==> config.mk <==
export PLATFORM = sky130hd
export DESIGN_NAME = noc_fabric
export DESIGN_NICKNAME = d
export VERILOG_FILES = /design/src/rtl/noc_fabric_pkg.sv /design/src/rtl/noc_lfsr16.sv /design/src/rtl/noc_fabric.sv
export SDC_FILE = /design/constraint.sdc
export NUM_CORES = 1
export LEC_CHECK = 0
export ABC_AREA = 1
export BUFFER_PORTS_ARGS = -buffer_cell sky130_fd_sc_hd__buf_2
export CORE_UTILIZATION = 25
export DETAILED_ROUTE_END_ITERATION = 8
export PLACE_DENSITY_LB_ADDON = 0.25
export SYNTH_ARGS = -nofsm -noshare
export SYNTH_HDL_FRONTEND = slang
export SYNTH_HIERARCHICAL = 1
export SYNTH_SLANG_ARGS = --single-unit
export TNS_END_PERCENT = 1
==> constraint.sdc <==
create_clock -name clk -period 2.2 [get_ports clk]
set_input_delay 0.11 -clock clk [delete_from_list [all_inputs] [get_ports clk]]
set_output_delay 0.11 -clock clk [all_outputs]
set_load 0.03 [all_outputs]
==> src/rtl/noc_fabric_pkg.sv <==
// Shared definitions for the NoC traffic node: flit field layout helpers,
// LFSR constants and the packet-generator state encoding.
package noc_fabric_pkg;

    localparam int unsigned LFSR_W    = 16;
    localparam logic [15:0] LFSR_SEED = 16'hACE1;

    typedef enum logic [1:0] {
        ST_IDLE = 2'd0,
        ST_SEND = 2'd1,
        ST_DONE = 2'd2
    } gen_state_e;

    // Flit layout: {last, dest[addr_w], payload[data_w]}
    function automatic int unsigned flit_w(input int unsigned data_w, input int unsigned addr_w);
        return data_w + addr_w + 1;
    endfunction

    function automatic int unsigned last_pos(input int unsigned data_w, input int unsigned addr_w);
        return data_w + addr_w;
    endfunction

endpackage

==> src/rtl/noc_lfsr16.sv <==
// Free-running 16-bit Fibonacci LFSR (taps 16,14,13,11), reloaded with SEED in reset.
module noc_lfsr16
    import noc_fabric_pkg::*;
#(
    parameter logic [LFSR_W-1:0] SEED = LFSR_SEED
) (
    input  logic              clk,
    input  logic              rst_i,
    output logic [LFSR_W-1:0] lfsr_o
);

    logic [LFSR_W-1:0] lfsr_q;
    logic [LFSR_W-1:0] lfsr_d;

    always_comb begin
        lfsr_d = {lfsr_q[LFSR_W-2:0], lfsr_q[15] ^ lfsr_q[13] ^ lfsr_q[12] ^ lfsr_q[10]};
    end

    always_ff @(posedge clk) begin
        if (rst_i) begin
            lfsr_q <= SEED;
        end else begin
            lfsr_q <= lfsr_d;
        end
    end

    assign lfsr_o = lfsr_q;

endmodule

==> src/rtl/noc_fabric.sv <==
// NoC traffic node: generates PACKS_TO_GEN random packets towards the switch
// and counts complete packets arriving from it.
module noc_fabric
    import noc_fabric_pkg::*;
#(
    parameter int unsigned DATA_SIZE    = 8,
    parameter int unsigned ADDR_SIZE    = 4,
    parameter int unsigned ADDR         = 0,
    parameter int unsigned NODES_NUM    = 16,
    parameter int unsigned PACKS_TO_GEN = 10,
    parameter int unsigned MAX_PACK_LEN = 4,
    parameter int unsigned DEBUG        = 0,
    parameter int unsigned FREQ         = 4
) (
    input  logic                         clk,
    input  logic                         a_rst,
    input  logic [DATA_SIZE+ADDR_SIZE:0] data_i,
    input  logic                         wr_ready_in,
    output logic                         r_ready_out,
    output logic [DATA_SIZE+ADDR_SIZE:0] data_o,
    output logic                         wr_ready_out,
    input  logic                         r_ready_in,
    output logic [31:0]                  recv_packs
);

    localparam int unsigned FLIT_W   = flit_w(DATA_SIZE, ADDR_SIZE);
    localparam int unsigned LAST_BIT = last_pos(DATA_SIZE, ADDR_SIZE);
    localparam int unsigned CNT_W    = $clog2(FREQ + 1);
    localparam int unsigned LEN_W    = $clog2(MAX_PACK_LEN + 1);
    localparam int unsigned SENT_W   = $clog2(PACKS_TO_GEN + 2);

    gen_state_e            state_q;
    logic [CNT_W-1:0]      cnt_q;
    logic [SENT_W-1:0]     sent_q;
    logic [LEN_W-1:0]      idx_q;
    logic [LEN_W-1:0]      idx_d;
    logic [LEN_W-1:0]      len_q;
    logic [LEN_W-1:0]      len_d;
    logic [ADDR_SIZE-1:0]  dest_q;
    logic [ADDR_SIZE-1:0]  dest_d;
    logic [FLIT_W-1:0]     data_q;
    logic                  wr_ready_q;
    logic                  r_ready_q;
    logic [31:0]           recv_q;
    logic [31:0]           recv_d;
    logic                  recv_inc_c;
    logic                  wrap_c;
    logic                  latch_c;
    logic [LFSR_W-1:0]     lfsr;
    logic [31:0]           dest_raw;
    logic [31:0]           dest_sel;
    logic                  unused_data_bits;

    noc_lfsr16 #(
        .SEED(LFSR_SEED ^ LFSR_W'(ADDR))
    ) u_lfsr (
        .clk   (clk),
        .rst_i (a_rst),
        .lfsr_o(lfsr)
    );

    // Packet parameters drawn from the LFSR; a self-addressed pick is bumped to the next node
    always_comb begin
        dest_raw = 32'(lfsr) % NODES_NUM;
        dest_sel = dest_raw;
        if (dest_raw == ADDR) begin
            dest_sel = (NODES_NUM == 1) ? 32'd0 : (ADDR + 1) % NODES_NUM;
        end
        dest_d  = ADDR_SIZE'(dest_sel);
        len_d   = LEN_W'(32'(lfsr) % MAX_PACK_LEN + 32'd1);
        idx_d   = idx_q + LEN_W'(1);
        wrap_c  = (state_q == ST_IDLE) && (cnt_q == CNT_W'(FREQ - 1));
        latch_c = wrap_c && (sent_q < SENT_W'(PACKS_TO_GEN));
    end

    always_ff @(posedge clk) begin
        if (a_rst) begin
            state_q    <= ST_IDLE;
            cnt_q      <= '0;
            sent_q     <= '0;
            idx_q      <= '0;
            len_q      <= '0;
            dest_q     <= '0;
            data_q     <= '0;
            wr_ready_q <= 1'b0;
        end else begin
            unique case (state_q)
                ST_IDLE: begin
                    if (wrap_c) begin
                        cnt_q <= '0;
                        if (latch_c) begin
                            state_q    <= ST_SEND;
                            dest_q     <= dest_d;
                            len_q      <= len_d;
                            idx_q      <= '0;
                            wr_ready_q <= 1'b1;
                            data_q     <= {len_d == LEN_W'(1), dest_d, DATA_SIZE'(ADDR)};
                        end else begin
                            state_q <= ST_DONE;
                        end
                    end else begin
                        cnt_q <= cnt_q + CNT_W'(1);
                    end
                end
                ST_SEND: begin
                    if (r_ready_in) begin
                        if (data_q[LAST_BIT]) begin
                            state_q    <= ST_IDLE;
                            wr_ready_q <= 1'b0;
                            sent_q     <= sent_q + SENT_W'(1);
                            cnt_q      <= '0;
                        end else begin
                            idx_q  <= idx_d;
                            data_q <= {idx_d == (len_q - LEN_W'(1)), dest_q, DATA_SIZE'(idx_d)};
                        end
                    end
                end
                ST_DONE: begin
                    wr_ready_q <= 1'b0;
                end
                default: begin
                    state_q    <= ST_IDLE;
                    wr_ready_q <= 1'b0;
                end
            endcase
        end
    end

    // Receiver never back-pressures; only the last bit matters for counting
    always_comb begin
        recv_inc_c = wr_ready_in && r_ready_q && data_i[LAST_BIT] && (recv_q != 32'hFFFF_FFFF);
        recv_d     = recv_inc_c ? recv_q + 32'd1 : recv_q;
    end

    always_ff @(posedge clk) begin
        if (a_rst) begin
            r_ready_q <= 1'b0;
            recv_q    <= '0;
        end else begin
            r_ready_q <= 1'b1;
            recv_q    <= recv_d;
        end
    end

    assign unused_data_bits = ^data_i[LAST_BIT-1:0];

    if (DEBUG != 0) begin : g_debug
        always_ff @(posedge clk) begin
            if (!a_rst && latch_c) begin
                $display("node %0d: send packet dest=%0d len=%0d", ADDR, dest_d, len_d);
            end
            if (!a_rst && recv_inc_c) begin
                $display("node %0d: packet received, recv_packs=%0d", ADDR, recv_d);
            end
        end
    end

    assign data_o       = data_q;
    assign wr_ready_out = wr_ready_q;
    assign r_ready_out  = r_ready_q;
    assign recv_packs   = recv_q;

endmodule

==> implementation parameters <==
Parameter                              Value

Setup path
  Data arrival time of the worst path ... 2210 ps
  Biggest fanout along the worst timing path ... 15
  Type of destination of the critical path ... register
  Reg-to-reg critical path startpoint ... recv_packs[1]
  CP Class ... reg2reg
  Beginning of the critical path ... recv_packs[1]
  Register-to-register setup slack ... 260 ps
  Reg2reg path depth ... 10
  Worst R2R End ... recv_packs[6]
  Type of element launching the critical path ... register
  Worst EP required ... 2470 ps

Clock network
  Total number of H-tree levels ... 3
  Setup Fix Bufs, Post-CTS ... 0
  Clock tree from TritonCTS ... built
  Clock buffer count from CTS ... 9
  Maximum buffer depth of the clock tree ... 2
  Root buffer cell ... sky130_fd_sc_hd__clkbuf_16
  Total of cells resized after clock tree synthesis ... 0
  TritonCTS Sinks ... 77
  Hold_buf cts ... 0
  Clock latency at the later pin of the worst-skew pair ... 340 ps
  Clk pin slew, worst setup/hold paths ... 60 ps

Pwr
  Power density over the cells ... 843.5 nW/um2
  Worst VDD drop ... 0.0006047 V
  Pleak ... 1.992 nW

Floorplan
  Die extent in x ... 128.0 um
  Initial core utilization ... 0.2582
  Cell row count ... 45
  Core outline area ... 15370 um2
  Floorplan die height ... 128.0 um
  Die outline area ... 16380 um2
  I/O Pins ... 64

Placed design
  Count of input and output buffers ... 46
  Global placement routability congestion ... 0.8795
  Cell count after placement ... 836
  Sum of net half-perimeters after detailed placement ... 7.098 mm

Timing
  Final Hold Vio Count ... 0
  Clock skew after layout ... 8.469 ps
  Number of pins with negative max-slew slack in the final report ... 0
  Min cycle time layout ... 1943 ps
  Fin crit share ... 0.8830
  Setup repair after global routing missed its margin ... false
  Worst-case headroom to the max-slew limit ... 0.6045
  Worst slack on hold paths ... 74.85 ps
  Slew at the pin closest to its max-slew limit ... 593.2 ps
  Number of failing setup endpoints in the final timing report ... 0
  Final-layout setup total negative slack ... 0 ps
  Maximum clock frequency ... 514.8 MHz

Drt
  Number of optimization iterations in the first detailed-route pass ... 6
  Final antenna-violating net count ... 0
  First-iteration detailed-routing DRC count ... 148
  Total routed wirelength ... 9.684 mm
  Via count normalized by instance count ... 4.285
  Average detailed-routed wire length per instance ... 11.37 um
  Number of vias in the routed layout ... 3651
  Post-detailed-route DRC marker count ... 0

Finish
  Area grow syn2layout ... 20.14%
  Final core utilization ... 0.3102
  Final #Nets ... 660
  Share of layout cells above drive strength 1 ... 0.1529
  FILL cells ... 1699
  Diode insertion count for antenna repair ... 0
  Non-filler cells in the finished layout ... 852

Run
  Maximum capacitance violations ... 0

Logic synthesis
  Synth Instances ... 586
  Mapped Area ... 3969 um2
  Post-Synthesis Mean Instance Area ... 6.773 um2
  Number of warnings printed during yosys synthesis ... 6

Min path
  Hold worst-path end ... sent_q[2]
  Cells on Worst Hold Path ... 4
  Type of the worst min-delay path ... in2reg
  Hold wc startpoint ... a_rst

Global routing
  GRT Residual Overflow ... 0
  Vias in the first global route ... 3453
  Largest net degree at the start of global routing ... 49
  Wire length of the first global-routing pass ... 16.25 mm
  Initial antenna violation count ... 0
  Overall track demand over capacity in global routing ... 0.1266

Outcome
  Status ... complete, no violations
cell type report:
cell class                      count  area (um2)  area share
Multi-Input combinational cell    421        2016      0.4227
Sequential cell                    77        1541      0.3233
Timing Repair Buffer               59       327.8     0.06875
Tap cell                          211       264.0     0.05537
Inverter                           68       255.2     0.05353
Clock buffer                       10       229.0     0.04802
Clock inverter                      6       135.1     0.02834
per-layer routing:
layer / share of wire / up-vias / GRT usage
li1: - / 1919 / -
met4: 0.024 / 0 / 0.05121
met1: 0.47 / 1629 / 0.1485
met2: 0.46 / 81 / 0.2168
met5: 0 / - / 0
met3: 0.043 / 22 / 0.03548
worst max-delay path, stage by stage (launching register included):
cell                      delay [ps]
sky130_fd_sc_hd__dfxtp_1         380
sky130_fd_sc_hd__ha_1            190
sky130_fd_sc_hd__nand2_1          90
sky130_fd_sc_hd__nor2_4          180
sky130_fd_sc_hd__nand2_4         100
sky130_fd_sc_hd__nor2_4          190
sky130_fd_sc_hd__nand2_4         140
sky130_fd_sc_hd__nand2_8         150
sky130_fd_sc_hd__buf_4           230
sky130_fd_sc_hd__nand2_1          90
sky130_fd_sc_hd__a21oi_2         130
sequential cells by signal, summed over array words and instances, names as in the netlist:
signal,cells
data_o,8
wr_ready_out,1
r_ready_out,1
len_q,3
recv_packs,32
sent_q,4
idx_q,3
dest_q,4
state_q,2
cnt_q,3
u_lfsr/lfsr_o,16
metrics by stage:
step / power, mW / instance area (um2) / setup WS [ps]
2_1_floorplan: 2.103 / 3984 / 247.4
3_3_place_gp: 2.212 / 4404 / 290.5
3_5_place_dp: 2.232 / 4404 / 275.2
4_1_cts: 4.089 / 4768 / 258.8
5_1_grt: 4.232 / 4768 / 97.01
6_report: 4.022 / 4768 / 257.5
cell usage in the layout, fill, tap and decap left out, types with 9 or more instances in the layout:
cell                          n
sky130_fd_sc_hd__nand3_1     22
sky130_fd_sc_hd__nand4_1      9
sky130_fd_sc_hd__a21oi_2     10
sky130_fd_sc_hd__clkbuf_16    9
sky130_fd_sc_hd__buf_2       46
sky130_fd_sc_hd__a21oi_1     39
sky130_fd_sc_hd__buf_4       13
sky130_fd_sc_hd__o21ai_0     20
sky130_fd_sc_hd__nor2_1      85
sky130_fd_sc_hd__nand2_1    175
sky130_fd_sc_hd__dfxtp_1     77
sky130_fd_sc_hd__inv_1       65
sky130_fd_sc_hd__xor2_1      11
report_power, final:
part | switching, mW | internal, mW
sequential | 0.0735 | 1.50
combinational | 0.434 | 0.201
clock | 0.590 | 1.22
total | 1.10 | 2.92
worst max path at each step:
stage	to
3_3_place_gp	recv_packs[27]
3_5_place_dp	recv_packs[6]
2_1_floorplan	recv_packs[28]
4_1_cts	recv_packs[6]
6_report	recv_packs[6]
5_1_grt	recv_packs[22]
(Power assumes the default switching activity.)
